### config.mk
export PLATFORM = sky130hd
export DESIGN_NAME = uart_rx_fifo
export DESIGN_NICKNAME = d
export VERILOG_FILES = /design/src/rtl/uart_rx_fifo.sv
export SDC_FILE = /design/constraint.sdc
export NUM_CORES = 1
export LEC_CHECK = 0
export CORE_ASPECT_RATIO = 1.75
export CORE_MARGIN = 1
export CORE_UTILIZATION = 49
export CTS_CLUSTER_DIAMETER = 150
export DETAILED_ROUTE_END_ITERATION = 16
export MAX_ROUTING_LAYER = met4
export PLACE_DENSITY = 0.69
export SETUP_SLACK_MARGIN = 0.3
export SLEW_MARGIN = 20
export SYNTH_ARGS = -nofsm -noshare
export SYNTH_HDL_FRONTEND = slang
export SYNTH_SLANG_ARGS = --single-unit
### constraint.sdc
create_clock -name clk -period 6.16 [get_ports clk]
set_input_delay 0.616 -clock clk [delete_from_list [all_inputs] [get_ports clk]]
set_output_delay 0.616 -clock clk [all_outputs]
set_load 0.005 [all_outputs]
### src/rtl/uart_rx_fifo.sv
// uart_rx_fifo: receive-side buffer behind the UART core.
// Each flagged frame is captured once, acknowledged with a one-cycle
// rx_flag_clr pulse, and stored in a first-word-fall-through FIFO.
// Optional build macro: UART_RX_FIFO_PERR_DROP_EN. When it is defined,
// frames with a parity error are acknowledged but discarded and counted
// on perr_drop_cnt, and rd_perr reads as 0.
module uart_rx_fifo #(
    parameter int UART_DATA_WIDTH = 8,
    parameter int FIFO_DEPTH      = 8,
    parameter int FIFO_AW         = $clog2(FIFO_DEPTH)
) (
    input  logic                       clk,
    input  logic                       n_rst,
    input  logic                       rx_flag,
    input  logic [UART_DATA_WIDTH-1:0] rx_data,
    input  logic                       parity_error,
    output logic                       rx_flag_clr,
    output logic                       rd_valid,
    input  logic                       rd_ready,
    output logic [UART_DATA_WIDTH-1:0] rd_data,
    output logic                       rd_perr,
    output logic [FIFO_AW:0]           fifo_count,
    output logic                       fifo_full,
    output logic                       overflow,
    input  logic                       overflow_clr
`ifdef UART_RX_FIFO_PERR_DROP_EN
    ,
    output logic [7:0]                 perr_drop_cnt
`endif
);

    typedef enum logic [1:0] {
        ST_IDLE = 2'd0,
        ST_ACK  = 2'd1,
        ST_WAIT = 2'd2
    } cap_state_e;

`ifdef UART_RX_FIFO_PERR_DROP_EN
    localparam int ENTRY_W = UART_DATA_WIDTH;
`else
    localparam int ENTRY_W = UART_DATA_WIDTH + 1;
`endif

    localparam logic [FIFO_AW:0]   DEPTH_C = (FIFO_AW + 1)'(FIFO_DEPTH);
    localparam logic [FIFO_AW:0]   CNT_ONE = (FIFO_AW + 1)'(1);
    localparam logic [FIFO_AW:0]   CNT_ZERO = (FIFO_AW + 1)'(0);
    localparam logic [FIFO_AW-1:0] PTR_ONE = FIFO_AW'(1);
    localparam logic [FIFO_AW-1:0] PTR_ZERO = FIFO_AW'(0);

    cap_state_e         state_r;
    logic               rx_flag_clr_r;
    logic [ENTRY_W-1:0] mem_r [FIFO_DEPTH];
    logic [FIFO_AW-1:0] wr_ptr_r;
    logic [FIFO_AW-1:0] rd_ptr_r;
    logic [FIFO_AW:0]   count_r;
    logic               rd_valid_r;
    logic               full_r;
    logic               overflow_r;

    logic               capture_s;
    logic               store_s;
    logic               pop_s;
    logic               push_ok_s;
    logic               drop_ovf_s;
    logic [FIFO_AW:0]   count_nxt_s;
    logic [ENTRY_W-1:0] entry_s;

    // Decide capture, push acceptance, pop and overflow for this cycle.
    always_comb begin
        capture_s  = 1'b0;
        store_s    = 1'b0;
        pop_s      = 1'b0;
        push_ok_s  = 1'b0;
        drop_ovf_s = 1'b0;
        if ((state_r == ST_IDLE) && rx_flag) begin
            capture_s = 1'b1;
        end else begin
            capture_s = 1'b0;
        end
`ifdef UART_RX_FIFO_PERR_DROP_EN
        store_s = capture_s & ~parity_error;
`else
        store_s = capture_s;
`endif
        pop_s = rd_valid_r & rd_ready;
        // A pop in the same cycle frees the slot, so a full FIFO still accepts.
        if (store_s && (!full_r || pop_s)) begin
            push_ok_s  = 1'b1;
            drop_ovf_s = 1'b0;
        end else if (store_s) begin
            push_ok_s  = 1'b0;
            drop_ovf_s = 1'b1;
        end else begin
            push_ok_s  = 1'b0;
            drop_ovf_s = 1'b0;
        end
    end

    // Next fill level from the push/pop combination.
    always_comb begin
        count_nxt_s = count_r;
        case ({push_ok_s, pop_s})
            2'b10:   count_nxt_s = count_r + CNT_ONE;
            2'b01:   count_nxt_s = count_r - CNT_ONE;
            default: count_nxt_s = count_r;
        endcase
    end

    // Build the stored entry: parity tag above the data byte when it is kept.
    always_comb begin
`ifdef UART_RX_FIFO_PERR_DROP_EN
        entry_s = rx_data;
`else
        entry_s = {parity_error, rx_data};
`endif
    end

    // Capture handshake FSM with registered acknowledge pulse.
    always_ff @(posedge clk) begin
        if (!n_rst) begin
            state_r       <= ST_IDLE;
            rx_flag_clr_r <= 1'b0;
        end else begin
            case (state_r)
                ST_IDLE: begin
                    if (rx_flag) begin
                        state_r       <= ST_ACK;
                        rx_flag_clr_r <= 1'b1;
                    end else begin
                        state_r       <= ST_IDLE;
                        rx_flag_clr_r <= 1'b0;
                    end
                end
                ST_ACK: begin
                    state_r       <= ST_WAIT;
                    rx_flag_clr_r <= 1'b0;
                end
                ST_WAIT: begin
                    rx_flag_clr_r <= 1'b0;
                    if (!rx_flag) begin
                        state_r <= ST_IDLE;
                    end else begin
                        state_r <= ST_WAIT;
                    end
                end
                default: begin
                    state_r       <= ST_IDLE;
                    rx_flag_clr_r <= 1'b0;
                end
            endcase
        end
    end

    // Storage array write; contents are intentionally not reset.
    always_ff @(posedge clk) begin
        if (n_rst && push_ok_s) begin
            mem_r[wr_ptr_r] <= entry_s;
        end
    end

    // Pointers, fill level and the status flags derived from it.
    always_ff @(posedge clk) begin
        if (!n_rst) begin
            wr_ptr_r   <= PTR_ZERO;
            rd_ptr_r   <= PTR_ZERO;
            count_r    <= CNT_ZERO;
            rd_valid_r <= 1'b0;
            full_r     <= 1'b0;
        end else begin
            if (push_ok_s) begin
                wr_ptr_r <= wr_ptr_r + PTR_ONE;
            end
            if (pop_s) begin
                rd_ptr_r <= rd_ptr_r + PTR_ONE;
            end
            count_r    <= count_nxt_s;
            rd_valid_r <= (count_nxt_s != CNT_ZERO);
            full_r     <= (count_nxt_s == DEPTH_C);
        end
    end

    // Sticky overflow: a dropped frame outranks a simultaneous clear.
    always_ff @(posedge clk) begin
        if (!n_rst) begin
            overflow_r <= 1'b0;
        end else if (drop_ovf_s) begin
            overflow_r <= 1'b1;
        end else if (overflow_clr) begin
            overflow_r <= 1'b0;
        end
    end

`ifdef UART_RX_FIFO_PERR_DROP_EN
    logic [7:0] perr_drop_cnt_r;

    // Saturating count of frames discarded for parity errors.
    always_ff @(posedge clk) begin
        if (!n_rst) begin
            perr_drop_cnt_r <= 8'd0;
        end else if (capture_s && parity_error && (perr_drop_cnt_r != 8'hFF)) begin
            perr_drop_cnt_r <= perr_drop_cnt_r + 8'd1;
        end
    end

    assign perr_drop_cnt = perr_drop_cnt_r;
    assign rd_data       = mem_r[rd_ptr_r];
    assign rd_perr       = 1'b0;
`else
    assign rd_data = mem_r[rd_ptr_r][UART_DATA_WIDTH-1:0];
    assign rd_perr = mem_r[rd_ptr_r][UART_DATA_WIDTH];
`endif

    assign rx_flag_clr = rx_flag_clr_r;
    assign rd_valid    = rd_valid_r;
    assign fifo_count  = count_r;
    assign fifo_full   = full_r;
    assign overflow    = overflow_r;

endmodule
Yosys cells after proc, flatten, opt, wreduce, memory -nomap -nowiden
Memories as Yosys holds them, arrays and structs flattened. A register that Yosys moved wholly into a read port is not among the register bits. Index checks and enable logic that the tools add are counted.

Register bits after elaboration: 16. Latch bits: 0. RAM bits: 72. Memory bits (read-only): 0. Input port bits: 14. Word-level logic and storage cells: 43. Memories: 1.

Memories: mem_r (words 8, width 9, read ports 1, clocked after memory_dff 1, write ports 1, RTL line 52) `logic [ENTRY_W-1:0] mem_r [FIFO_DEPTH];`.

$add $sub $neg: 4. $mul: 0. Divide/modulo/power cells: 0. Magnitude comparators: 0. Equal/unequal tests: 5. Shift-type cells: 0. Mux-type cells: 15. Bitwise operators: 1. Reductions and logical operators: 9.

Operators with widths (number): $mux W1 (10); $pmux W4 S2 (1); $add A3 B1 Y3 const B (2); $mux W3 (2); $pmux W2 S3 (1); $add A4 B1 Y4 const B (1); $eq A2 B1 Y1 const B (2); $eq A2 B2 Y1 const B (2); $eq A4 B4 Y1 const B (1); $reduce_bool A4 Y1 (1); $sub A4 B1 Y4 const B (1); $logic_and A1 B1 Y1 (3); $logic_not A2 Y1 (1); $mux W2 (1); $reduce_and A2 Y1 (1); $reduce_bool A2 Y1 (1); $and A1 B1 Y1 (1); $logic_not A1 Y1 (1); $logic_or A1 B1 Y1 (1).

Depth between registers and ports, before layout
Gate-level depths: netlist of the first run.

Depth in word-level cells: 8. Mapped depth: 11.

Least setup slack after synthesis of the first run
Ideal clock, no wire load.

Path kind: input to register. Start point: input port rx_flag. End point: register full_r (netlist: fifo_full). Setup time: 117 ps. Arrival: 2510 ps. Data required time: 6043 ps. Setup slack: 3533 ps. Cell stages on the path: 11. Buffers on the path: 0. Path through: nor3b_1 -> a21boi_2 -> inv_1 -> ha_1 -> xor2_1 -> ha_1 -> a21oi_1 -> xor2_1 -> nor2_1 -> xnor2_1 -> and4b_1.

Cells in the longest elaborated chain, start to end: 7. Elaborated cells between the ends (all ways): 8.

RTL lines: start: declaration (RTL line 14) `input logic rx_flag,`; $logic_and A1 B1 Y1 (*) (RTL line 75) `if ((state_r == ST_IDLE) && rx_flag) begin`; $mux W1 (*) (RTL line 75); $logic_and A1 B1 Y1 (*) (RTL line 87) `if (store_s && (!full_r || pop_s)) begin`; $mux W1 (*) (RTL line 87); $eq A2 B1 Y1 / $eq A2 B2 Y1 (equally long branches) (RTL line 102) `case ({push_ok_s, pop_s})`; $pmux W4 S2 (*) (RTL line 102); $eq A4 B4 Y1 (*) (RTL line 178) `full_r <= (count_nxt_s == DEPTH_C);`; end signal: assignment (RTL line 178); end: declaration (RTL line 57) `logic full_r;`.

Every way passes the cells marked *; elsewhere a longest branch is shown, timed or not. A chain may end at the register's enable or synchronous reset.

==> results of run 1 <==
[layer usage]
layer / GRT usage / up-vias / routed length [um]
li1: - / 861 / -
met1: 0.209 / 894 / 2420
met2: 0.312 / 39 / 3350
met3: 0.0423 / 16 / 175
met4: 0.111 / 0 / 196
met5: - / - / 0
[power breakdown]
| group | switching, mW | internal [mW] | leakage [nW] |
|---|---|---|---|
| Clock | 0.203 | 0.310 | 0.133 |
| Combinational | 0.0830 | 0.138 | 0.509 |
| Sequential | 0.0413 | 0.691 | 0.805 |
| Total | 0.327 | 1.14 | 1.45 |
[synthesized netlist by cell type (all sizes together), types with 2 or more instances]
master	number
nor4	2
nor2b	3
buf	4
xor2	5
nand2	11
nor2	11
clkbuf	3
or3	2
mux2	9
nand3	2
a31oi	2
edfxtp	72
nand2b	3
ha	5
inv	3
and2	2
dfxtp	19
nor3	4
xnor2	3
mux4	18
a21oi	5
[area by class of cell]
cell class                      count  area (um^2)
Fill cell                         555         2880
Clock inverter                      4         41.3
Sequential cell                    91         2540
Inverter                            3         11.3
Clock buffer                       12          236
Multi-Input combinational cell     96         1030
Timing Repair Buffer               34          330
Tap cell                           86          108
[cells in the final DEF (no fill, tap or decap), types with 4 or more instances in the layout]
cell / n
edfxtp_1: 72
a21oi_1: 5
nor2_1: 11
clkbuf_16: 9
xor2_1: 5
mux4_1: 18
dfxtp_1: 19
mux2_2: 9
buf_4: 4
ha_1: 5
clkdlybuf4s50_1: 30
nand2_1: 11
[how the worst max path moves through the flow]
stage / endpoint / slack, ps / from / depth (start not counted)
3_5_place_dp: fifo_full / 2720 / rx_flag / 12
3_3_place_gp: fifo_full / 2800 / rx_flag / 12
6_report: rd_data[4] / 2820 / flop / 3
2_1_floorplan: fifo_full / 3530 / rx_flag / 11
4_1_cts: rd_data[4] / 2740 / flop / 3
5_1_grt: rd_data[4] / 2690 / flop / 3
[through the flow]
stage	hold WS [ps]	cell area, um^2	std cells
detailed placement	465	4030	310
CTS	478	4300	326
global placement	458	4030	310
global route	516	4300	326
floorplan	454	3620	197
finish	476	4300	326
[logic make-up (layout without fill, tap and decap cells)]
group                      Yosys count  in the layout  synth area share
adders and majority gates            5              5            0.0173
muxes                               28             28             0.162
buffers and inverters               10             53            0.0173
xor gates and xnor gates             8              8            0.0194
AOI/OAI and AO/OA                   11             11            0.0211
and+or+nand+nor                     44             44            0.0605
DFF                                 91             91             0.703
[worst register-to-register path, cell delays in order, from the launching register on]
cell and delay [ps]:
dfxtp_1 320, nor3b_1 260, a21boi_2 320, inv_1 190, ha_1 290, xor2_1 180
ha_1 190, a21oi_1 140, xor2_1 170, nor2_1 70, xnor2_1 210, and4b_1 210
[flip-flops by register name, summed over array words and instances (netlist names), named ones only]
signal,flops
fifo_count,4
fifo_full,1
mem_r,72
overflow,1
rd_ptr_r,3
rd_valid,1
rx_flag_clr,1
state_r,2
wr_ptr_r,3
==> flow_summary.rst, run 1 <==
.. list-table::
   :header-rows: 1

   * - Metric
     - Value
   * - Run status
     - finished clean
   * - Post-DR vias/cell
     - 5.55
   * - Clock tree sinks
     - 91
   * - Asr flop ratio synth
     - 0
   * - Global placement routability congestion
     - 0.745
   * - Max Slew Vio Count
     - 0
   * - Number of library cell types mapped by synthesis
     - 33
   * - Core Rows
     - 41
   * - Number of setup buffers added after CTS
     - 0
   * - Initial detailed-routing violation count
     - 48
   * - DR WL/cell
     - 18.8 um
   * - Normalized max-slew margin
     - 0.297
   * - Count of antenna diodes in the layout
     - 0
   * - Buffer levels on the longest clock path
     - 2
   * - I/O pin total
     - 31
   * - Sequential element share of the synthesized area
     - 0.703
   * - Endpoint of the worst-slack reg-to-reg timing path
     - fifo_full
   * - Measured slew at the worst slew-check pin
     - 1050 ps
   * - Hold violation total from the final report
     - 0
   * - Grt total ovfl
     - 0
   * - Critical path arrival
     - 2730 ps
   * - Fraction of synthesized cell area taken by the top area cell type
     - 0.598
   * - Crit path kind
     - reg -> out
   * - Share of cells above drive strength 1
     - 0.121
   * - Period utilization
     - 0.543
   * - Syn-to-layout area delta
     - 19.0%
   * - Number of detailed-routing iterations run before antenna repair
     - 4
   * - Setup repair after global routing missed its margin
     - no
   * - Vias in the first global route
     - 1877
   * - Count of vias placed by the detailed router
     - 1810
   * - Detailed-route wire length
     - 6140 um
   * - Largest cells by area after synthesis
     - edfxtp_1, mux4_1, dfxtp_1
   * - Worst Hold Launch
     - overflow
   * - Synth Flop Type
     - edfxtp_1
   * - Hold Path Stages
     - 2
   * - Final HPWL from detailed placement
     - 3960 um
   * - Pwr Density
     - 341 nW/um^2
   * - Post-Place Worst Slack
     - 2720 ps
   * - Worst-path cell with the longest stage delay
     - dfxtp_1
   * - Total negative slack for setup checks
     - 0 ps
   * - Source-to-sink clock delay at the later pin of the worst-skew pair
     - 330 ps
   * - Share of the core filled with cells
     - 0.599
   * - Max-cap violations
     - 0
   * - Die span in x
     - 67.0 um
   * - Number of port buffers
     - 30
   * - Largest fanout on the critical path
     - 18
   * - Worst voltage drop across the vdd grid
     - 0.000216 V
   * - Final net count
     - 254
   * - Maximum number of pins on one net before global-route repair
     - 19
   * - Core Region
     - 7180 um^2
   * - Worst-case register-to-register setup slack
     - 3550 ps
   * - Most area-hungry cell type in the Yosys netlist
     - edfxtp_1
   * - Setup Skew
     - 3.42 ps
   * - Number of register bits inferred by synthesis
     - 91
   * - Slowest cell delay on critical path
     - 970 ps
   * - Cell breakdown of the critical path
     - mux4_1, mux2_2, clkdlybuf4s50_1
   * - Master cell of the clock root buffer
     - clkbuf_16
   * - Final setup slack of the worst path
     - 2820 ps
   * - Mean instance size in the synthesized netlist
     - 18.4 um^2
   * - Hold crit path type
     - reg -> reg
   * - Number of warnings reported in the yosys synthesis log
     - 0
   * - Effective utilization at floorplan
     - 0.504
   * - Number of remaining DRC errors
     - 0
   * - Leakage power total
     - 1.45 nW
   * - Endpoint required time on the critical path
     - 5540 ps
   * - H-tree lvl count
     - 3
   * - Minimum clock period after layout
     - 3340 ps
   * - Register-to-Register Path Depth
     - 11
   * - Register clock-pin slew on the reported worst setup and hold paths
     - 60 ps
   * - F_max
     - 299 MHz
   * - Number of synthesized flops with an enable pin
     - 72
   * - Global-route total usage across every layer
     - 0.191
   * - TritonCTS buffer count
     - 9
   * - CP delay by family, top
     - flip-flops
   * - Buf/Inv on CP
     - 1
   * - Post_cts resized
     - 0
   * - Netlist area before placement
     - 3620 um^2
   * - Total of endpoints with negative setup slack in the final report
     - 0
   * - Endpoint with the worst hold slack
     - overflow
   * - Nets in the synthesized netlist
     - 216
   * - Total design power
     - 1.47 mW
   * - Number of antenna violations at the first check in global routing
     - 0
   * - Worst setup EP type
     - primary output
   * - Wire length of the first global-routing pass
     - 9630 um
   * - Worst setup SP type
     - flop
   * - TritonCTS clock tree
     - built
   * - Die Span Y
     - 116 um
   * - Final antenna-violating net count
     - 0
   * - Cells after synthesis
     - 197
   * - Worst reg2reg startpoint
     - state_r[1]
   * - Hold_buf cts
     - 0
   * - Die area
     - 7740 um^2
Power figures use the tool's default switching activity.
==> inputs of run 2 (changes only) <==
Clock period 6.16 ns to 3.1 ns, I/O delays scaled along.
==> run 2 against run 1 <==
  * The flow now finishes with violations (DRC)
  * Non-clock buffer count is 10 higher
  * Clock power is 97% higher
  * Utilization is 0.92 points higher
==> flow_summary.rst, run 2 (synthesis results as in run 1) <==
.. list-table::
   :header-rows: 1

   * - Metric
     - Value
   * - Register-to-Register Path Depth
     - 11 (unchanged)
   * - Setup Skew
     - 4.33 ps (was 3.42 ps)
   * - Switching part of the total power
     - 0.219 (was 0.223)
   * - Portion of total power attributed to the clock network
     - 0.345 (was 0.350)
   * - Minimum clock period after layout
     - 2570 ps
   * - Post-DR vias/cell
     - 5.45 (was 5.55)
   * - Die area
     - 7740 um^2 (unchanged)
   * - Worst setup SP type
     - flop (unchanged)
   * - Most common cell after layout, fill and taps aside
     - edfxtp_1 (unchanged)
   * - Number of port buffers
     - 30 (unchanged)
   * - Final net count
     - 264 (was 254)
   * - Vias in the first global route
     - 1852 (was 1877)
   * - Core Rows
     - 41 (unchanged)
   * - Non-Filler Cell Area, Final
     - 4370 um^2 (was 4300 um^2)
   * - Number of flip-flops in the largest register
     - 72 (unchanged)
   * - Worst voltage drop across the vdd grid
     - 0.000489 V (was 0.000216 V)
   * - H-tree lvl count
     - 3 (unchanged)
   * - Hold crit path type
     - reg -> reg (unchanged)
   * - Wire length of the first global-routing pass
     - 9540 um (was 9630 um)
   * - Share of the core filled with cells
     - 0.609 (was 0.599)
   * - Max-cap violations
     - 0 (unchanged)
   * - Power spent charging and discharging nets
     - 639 uW (was 327 uW)
   * - Master cell of the clock root buffer
     - clkbuf_16 (unchanged)
   * - Worst-path cell with the longest stage delay
     - mux4_1 (was dfxtp_1)
   * - Die span in x
     - 67.0 um (unchanged)
   * - Placement-stage cell area
     - 4090 um^2 (was 4030 um^2)
   * - Worst setup EP type
     - primary output (unchanged)
   * - Number of antenna violations at the first check in global routing
     - 0 (unchanged)
   * - Effective utilization at floorplan
     - 0.504 (unchanged)
   * - Run status
     - finished with violations (was finished clean)
   * - Hold_buf cts
     - 0 (unchanged)
   * - Cell breakdown of the critical path
     - buf_4, mux4_1, mux2_2, clkdlybuf4s50_1 (was mux4_1, mux2_2, clkdlybuf4s50_1)
   * - Hold violation total from the final report
     - 0 (unchanged)
   * - Grt total ovfl
     - 0 (unchanged)
   * - Final HPWL from detailed placement
     - 3950 um (was 3960 um)
   * - Final antenna-violating net count
     - 0 (unchanged)
   * - Endpoint required time on the critical path
     - 2790 ps (was 5540 ps)
   * - Post_cts resized
     - 0 (unchanged)
   * - Die Span Y
     - 116 um (unchanged)
   * - TritonCTS buffer count
     - 9 (unchanged)
   * - Global-route total usage across every layer
     - 0.187 (was 0.191)
   * - Crit path kind
     - reg -> out (unchanged)
   * - Count of vias placed by the detailed router
     - 1830 (was 1810)
   * - Register clock-pin slew on the reported worst setup and hold paths
     - 60 ps (about the same)
   * - Leakage power total
     - 1.50 nW (was 1.45 nW)
   * - Global placement routability congestion
     - 0.786 (was 0.745)
   * - Buffer levels on the longest clock path
     - 2 (unchanged)
   * - Total negative slack for setup checks
     - 0 ps (unchanged)
   * - Measured slew at the worst slew-check pin
     - 533 ps (was 1050 ps)
   * - Total of endpoints with negative setup slack in the final report
     - 0 (unchanged)
   * - Leading cell types in the layout, fill and taps excluded
     - edfxtp_1, clkdlybuf4s50_1, dfxtp_1 (unchanged)
   * - Period utilization
     - 0.828
   * - Number of remaining DRC errors
     - 2 (was 0)
   * - Pwr Density
     - 669 nW/um^2 (was 341 nW/um^2)
   * - Maximum number of pins on one net before global-route repair
     - 19 (unchanged)
   * - Cell-internal power
     - 2.28 mW (was 1.14 mW)
   * - Setup repair after global routing missed its margin
     - no (unchanged)
   * - Normalized max-slew margin
     - 0.644 (was 0.297)
   * - Source-to-sink clock delay at the later pin of the worst-skew pair
     - 320 ps (was 330 ps)
   * - Core Region
     - 7180 um^2 (unchanged)
   * - Detailed-route wire length
     - 6080 um (was 6140 um)
   * - Worst hold margin
     - 472 ps (was 476 ps)
   * - Initial detailed-routing violation count
     - 71 (was 48)
   * - Clock tree sinks
     - 91 (unchanged)
   * - Number of detailed-routing iterations run before antenna repair
     - 10 (was 4)
   * - I/O pin total
     - 31 (unchanged)
   * - Share of total power in combinational logic
     - 0.170 (was 0.151)
   * - Count of antenna diodes in the layout
     - 0 (unchanged)
   * - Most flops, register
     - mem_r (unchanged)
   * - Failing checks
     - DRC
   * - Seq pwr share
     - 0.485 (was 0.499)
   * - Critical path arrival
     - 2260 ps (was 2730 ps)
   * - Syn-to-layout area delta
     - 20.8% (was 19.0%)
   * - Largest fanout on the critical path
     - 18 (unchanged)
   * - Total design power
     - 2.92 mW (was 1.47 mW)
   * - TritonCTS clock tree
     - built (unchanged)
   * - Number of setup buffers added after CTS
     - 0 (unchanged)
   * - Max Slew Vio Count
     - 0 (unchanged)
   * - F_max
     - 390 MHz
   * - Share of cells above drive strength 1
     - 0.152 (was 0.121)
   * - DR WL/cell
     - 18.1 um (was 18.8 um)
   * - Slowest cell delay on critical path
     - 600 ps (was 970 ps)
   * - Hold Path Stages
     - 2 (unchanged)
run 2: cell count changes in the layout (fill, tap and decap cells not counted), sizes merged:
cell    delta
clkbuf     +1
buf       +10
clkinv     -1
run 2: area by class of cell:
type / count / area, um^2
clock buffers: 13 / 240
clock inverters: 3 / 38.8
fillers: 544 / 2810
inverters: 3 / 11.3
multi-input cells: 96 / 1020
flip-flops and latches: 91 / 2540
well taps: 86 / 108
repair buffers: 44 / 405
run 2: final timing paths:
kind	start	to	slack, ps
max	flop	rd_data[0]	530
min	overflow	overflow	470
max reg2reg	state_r[1]	fifo_full	680
min reg2reg	overflow	overflow	470
run 2: power groups by stage:
| stage | clock network [mW] | logic [mW] | registers (mW) |
|---|---|---|---|
| floorplan | 0 | 0.315 | 1.44 |
| finish | 1.01 | 0.497 | 1.42 |
| global route | 1.08 | 0.545 | 1.42 |
| global placement | 0 | 0.494 | 1.44 |
| detailed placement | 0 | 0.505 | 1.44 |
| CTS | 1.03 | 0.508 | 1.42 |
run 2: worst max-delay path: cells and delay by family, from the launching register on:
kind | cells | cell delay [ps]
buf+inv | 2 | 740
flops | 1 | 300
mux | 2 | 890
run 2: layer usage:
layer  global-route usage  up-vias  share of wire
met5                    -        -              0
met4               0.0809        0          0.014
met3               0.0404        7          0.022
met2                0.312       30           0.56
met1                0.211      915           0.41
li1                     -      878              -
run 2: metrics by stage:
step           instances  setup WS, ps
3_3_place_gp         320           251
2_1_floorplan        197           770
4_1_cts              336           498
6_report             336           533
5_1_grt              336           323
3_5_place_dp         320           187
==> inputs of run 3 (changes only) <==
Settings changed: PLACE_DENSITY 0.69 to 0.72.
Clock period 3.1 ns to 2.24 ns, I/O delays scaled along.
==> run 3 against run 2 <==
  * The run now ends clean
  * Critical path depth increased by 5
  * Via count increased by 7.0%
  * Final cell count increased by 4.8%
  * Die area unchanged
  * Global-route usage increased by 2.9 points
  * Setup slack got worse by 460 ps
==> flow_summary.rst, run 3 (synthesis results as in run 1) <==
.. list-table::
   :header-rows: 1

   * - Metric
     - Value
   * - Master cell of the clock root buffer
     - clkbuf_16 (unchanged)
   * - Final HPWL from detailed placement
     - 4230 um (was 3950 um)
   * - Run status
     - finished clean (was finished with violations)
   * - Worst voltage drop across the vdd grid
     - 0.000632 V (was 0.000489 V)
   * - Switching part of the total power
     - 0.224 (was 0.219)
   * - Largest fanout on the critical path
     - 3 (was 18)
   * - Maximum number of pins on one net before global-route repair
     - 19 (unchanged)
   * - Seq pwr share
     - 0.430 (was 0.485)
   * - Beginning of the critical path
     - state_r[1]
   * - Count of antenna diodes in the layout
     - 0 (unchanged)
   * - Vias in the first global route
     - 2105 (was 1852)
   * - Total negative slack for setup checks
     - 0 ps (unchanged)
   * - Cell-internal power
     - 3.60 mW (was 2.28 mW)
   * - Hold violation total from the final report
     - 0 (unchanged)
   * - Portion of total power attributed to the clock network
     - 0.353 (was 0.345)
   * - Normalized max-slew margin
     - 0.725 (was 0.644)
   * - Detailed-route wire length
     - 7020 um (was 6080 um)
   * - Buffer levels on the longest clock path
     - 2 (unchanged)
   * - Final setup slack of the worst path
     - 67.9 ps (was 533 ps)
   * - Global placement routability congestion
     - 0.769 (was 0.786)
   * - Die span in x
     - 67.0 um (unchanged)
   * - Post-DR vias/cell
     - 5.57 (was 5.45)
   * - Power spent charging and discharging nets
     - 1.04 mW (was 639 uW)
   * - Core Rows
     - 41 (unchanged)
   * - Share of the core filled with cells
     - 0.667 (was 0.609)
   * - Number of port buffers
     - 30 (unchanged)
   * - Share of cells above drive strength 1
     - 0.361 (was 0.152)
   * - H-tree lvl count
     - 3 (unchanged)
   * - DR WL/cell
     - 19.9 um (was 18.1 um)
   * - Non-Filler Cell Area, Final
     - 4790 um^2 (was 4370 um^2)
   * - Minimum clock period after layout
     - 2170 ps
   * - Critical path arrival
     - 2400 ps (was 2260 ps)
   * - Core Region
     - 7180 um^2 (unchanged)
   * - Worst setup SP type
     - flop (unchanged)
   * - Endpoint required time on the critical path
     - 2470 ps (was 2790 ps)
   * - Worst hold margin
     - 340 ps (was 472 ps)
   * - Die area
     - 7740 um^2 (unchanged)
   * - Worst reg2reg startpoint
     - state_r[1] (unchanged)
   * - Period utilization
     - 0.970
   * - Crit path kind
     - reg -> reg (was reg -> out)
   * - Leading cell types in the layout, fill and taps excluded
     - edfxtp_1, buf_4, clkdlybuf4s50_1 (was edfxtp_1, clkdlybuf4s50_1, dfxtp_1)
   * - Final net count
     - 280 (was 264)
   * - TritonCTS buffer count
     - 9 (unchanged)
   * - Clock tree sinks
     - 91 (unchanged)
   * - Finished Layout Cells
     - 352 (was 336)
   * - Placement-stage cell area
     - 4200 um^2 (was 4090 um^2)
   * - Setup Skew
     - 5.04 ps (was 4.33 ps)
   * - Fillcell total
     - 498 (was 544)
   * - Pwr Density
     - 968 nW/um^2 (was 669 nW/um^2)
   * - Number of detailed-routing iterations run before antenna repair
     - 4 (was 10)
   * - TritonCTS clock tree
     - built (unchanged)
   * - Measured slew at the worst slew-check pin
     - 411 ps (was 533 ps)
   * - Register clock-pin slew on the reported worst setup and hold paths
     - 60 ps (about the same)
   * - Effective utilization at floorplan
     - 0.504 (unchanged)
   * - Most flops, register
     - mem_r (unchanged)
   * - F_max
     - 460 MHz
   * - Hold_buf cts
     - 0 (unchanged)
   * - Max Slew Vio Count
     - 0 (unchanged)
   * - Wire length of the first global-routing pass
     - 10900 um (was 9540 um)
   * - Setup repair after global routing missed its margin
     - yes (was no)
   * - Global-route total usage across every layer
     - 0.215 (was 0.187)
   * - Leakage power total
     - 1.67 nW (was 1.50 nW)
   * - I/O pin total
     - 31 (unchanged)
   * - Number of cells after detailed placement
     - 328 (was 320)
   * - Final antenna-violating net count
     - 0 (unchanged)
   * - Initial detailed-routing violation count
     - 76 (was 71)
   * - Total design power
     - 4.64 mW (was 2.92 mW)
   * - Max-cap violations
     - 0 (unchanged)
   * - Most common cell after layout, fill and taps aside
     - edfxtp_1 (unchanged)
   * - Syn-to-layout area delta
     - 32.5% (was 20.8%)
   * - Source-to-sink clock delay at the later pin of the worst-skew pair
     - 340 ps (was 320 ps)
   * - Total of endpoints with negative setup slack in the final report
     - 0 (unchanged)
   * - Die Span Y
     - 116 um (unchanged)
   * - Grt total ovfl
     - 0 (unchanged)
   * - Hold crit path type
     - in -> reg (was reg -> reg)
   * - Count of vias placed by the detailed router
     - 1959 (was 1830)
   * - Worst setup EP type
     - flop (was primary output)
   * - Number of flip-flops in the largest register
     - 72 (unchanged)
   * - Number of antenna violations at the first check in global routing
     - 0 (unchanged)
   * - Share of total power in combinational logic
     - 0.217 (was 0.170)
   * - Post-Place Worst Slack
     - -408 ps (was 187 ps)
   * - Worst Hold Launch
     - rx_flag (was overflow)
   * - Number of remaining DRC errors
     - 0 (was 2)
-- run 3: changes by cell type in the layout (fill, tap and decap cells not counted), moves of 9 or more --
cell / change
clkdlybuf4s50_1: -10
mux4_2: +13
buf_6: +11
mux2_2: -9
mux4_1: -13
mux2_4: +9
-- run 3: final cells by class --
class                           instances  area [um^2]  area share
Timing Repair Buffer                   60          651       0.136
Inverter                                3         11.3     0.00235
Sequential cell                        91         2550       0.532
Clock inverter                          2         35.0     0.00731
Tap cell                               86          108      0.0225
Clock buffer                           14          308      0.0642
Multi-Input combinational cell         96         1130       0.236
-- run 3: worst paths after layout --
path	end	cells past startpoint	slack, ps
setup / recovery	fifo_full	9	70
hold / removal	state_r[1]	3	340
setup reg to reg	fifo_full	9	70
hold reg to reg	overflow	2	470
-- run 3: critical path, cell delays in order (launching register included) --
cell and delay (ps):
dfxtp_2 340, nor3b_4 210, a21boi_4 210, inv_2 70, buf_4 140, ha_4 210
or3_4 390, o32ai_4 120, xnor2_2 160, and4b_1 210
-- run 3: metal layers --
metal  vias to the layer above  wire length (um)  part of all wire  global-route usage
met1                       978              2610              0.37               0.217
met5                         -                 0                 0                   -
met3                        23               224             0.032              0.0404
li1                        904                 -                 -                   -
met2                        54              3990              0.57               0.379
met4                         0               199             0.028               0.119
-- run 3: timing repair --
action	CTS	global route
pin swaps	9	9
gates cloned	3	1
setup endpoints to repair	17	37
setup buffers	4	0
gates resized for setup	79	16
-- run 3: power groups by stage --
stage          clock (mW)  combinational (mW)  sequential, mW
3_5_place_dp            0               0.738            2.00
3_3_place_gp            0               0.723            2.00
2_1_floorplan           0               0.441            1.99
5_1_grt              1.72                1.09            2.00
4_1_cts              1.66               0.994            1.99
6_report             1.64                1.01            1.99
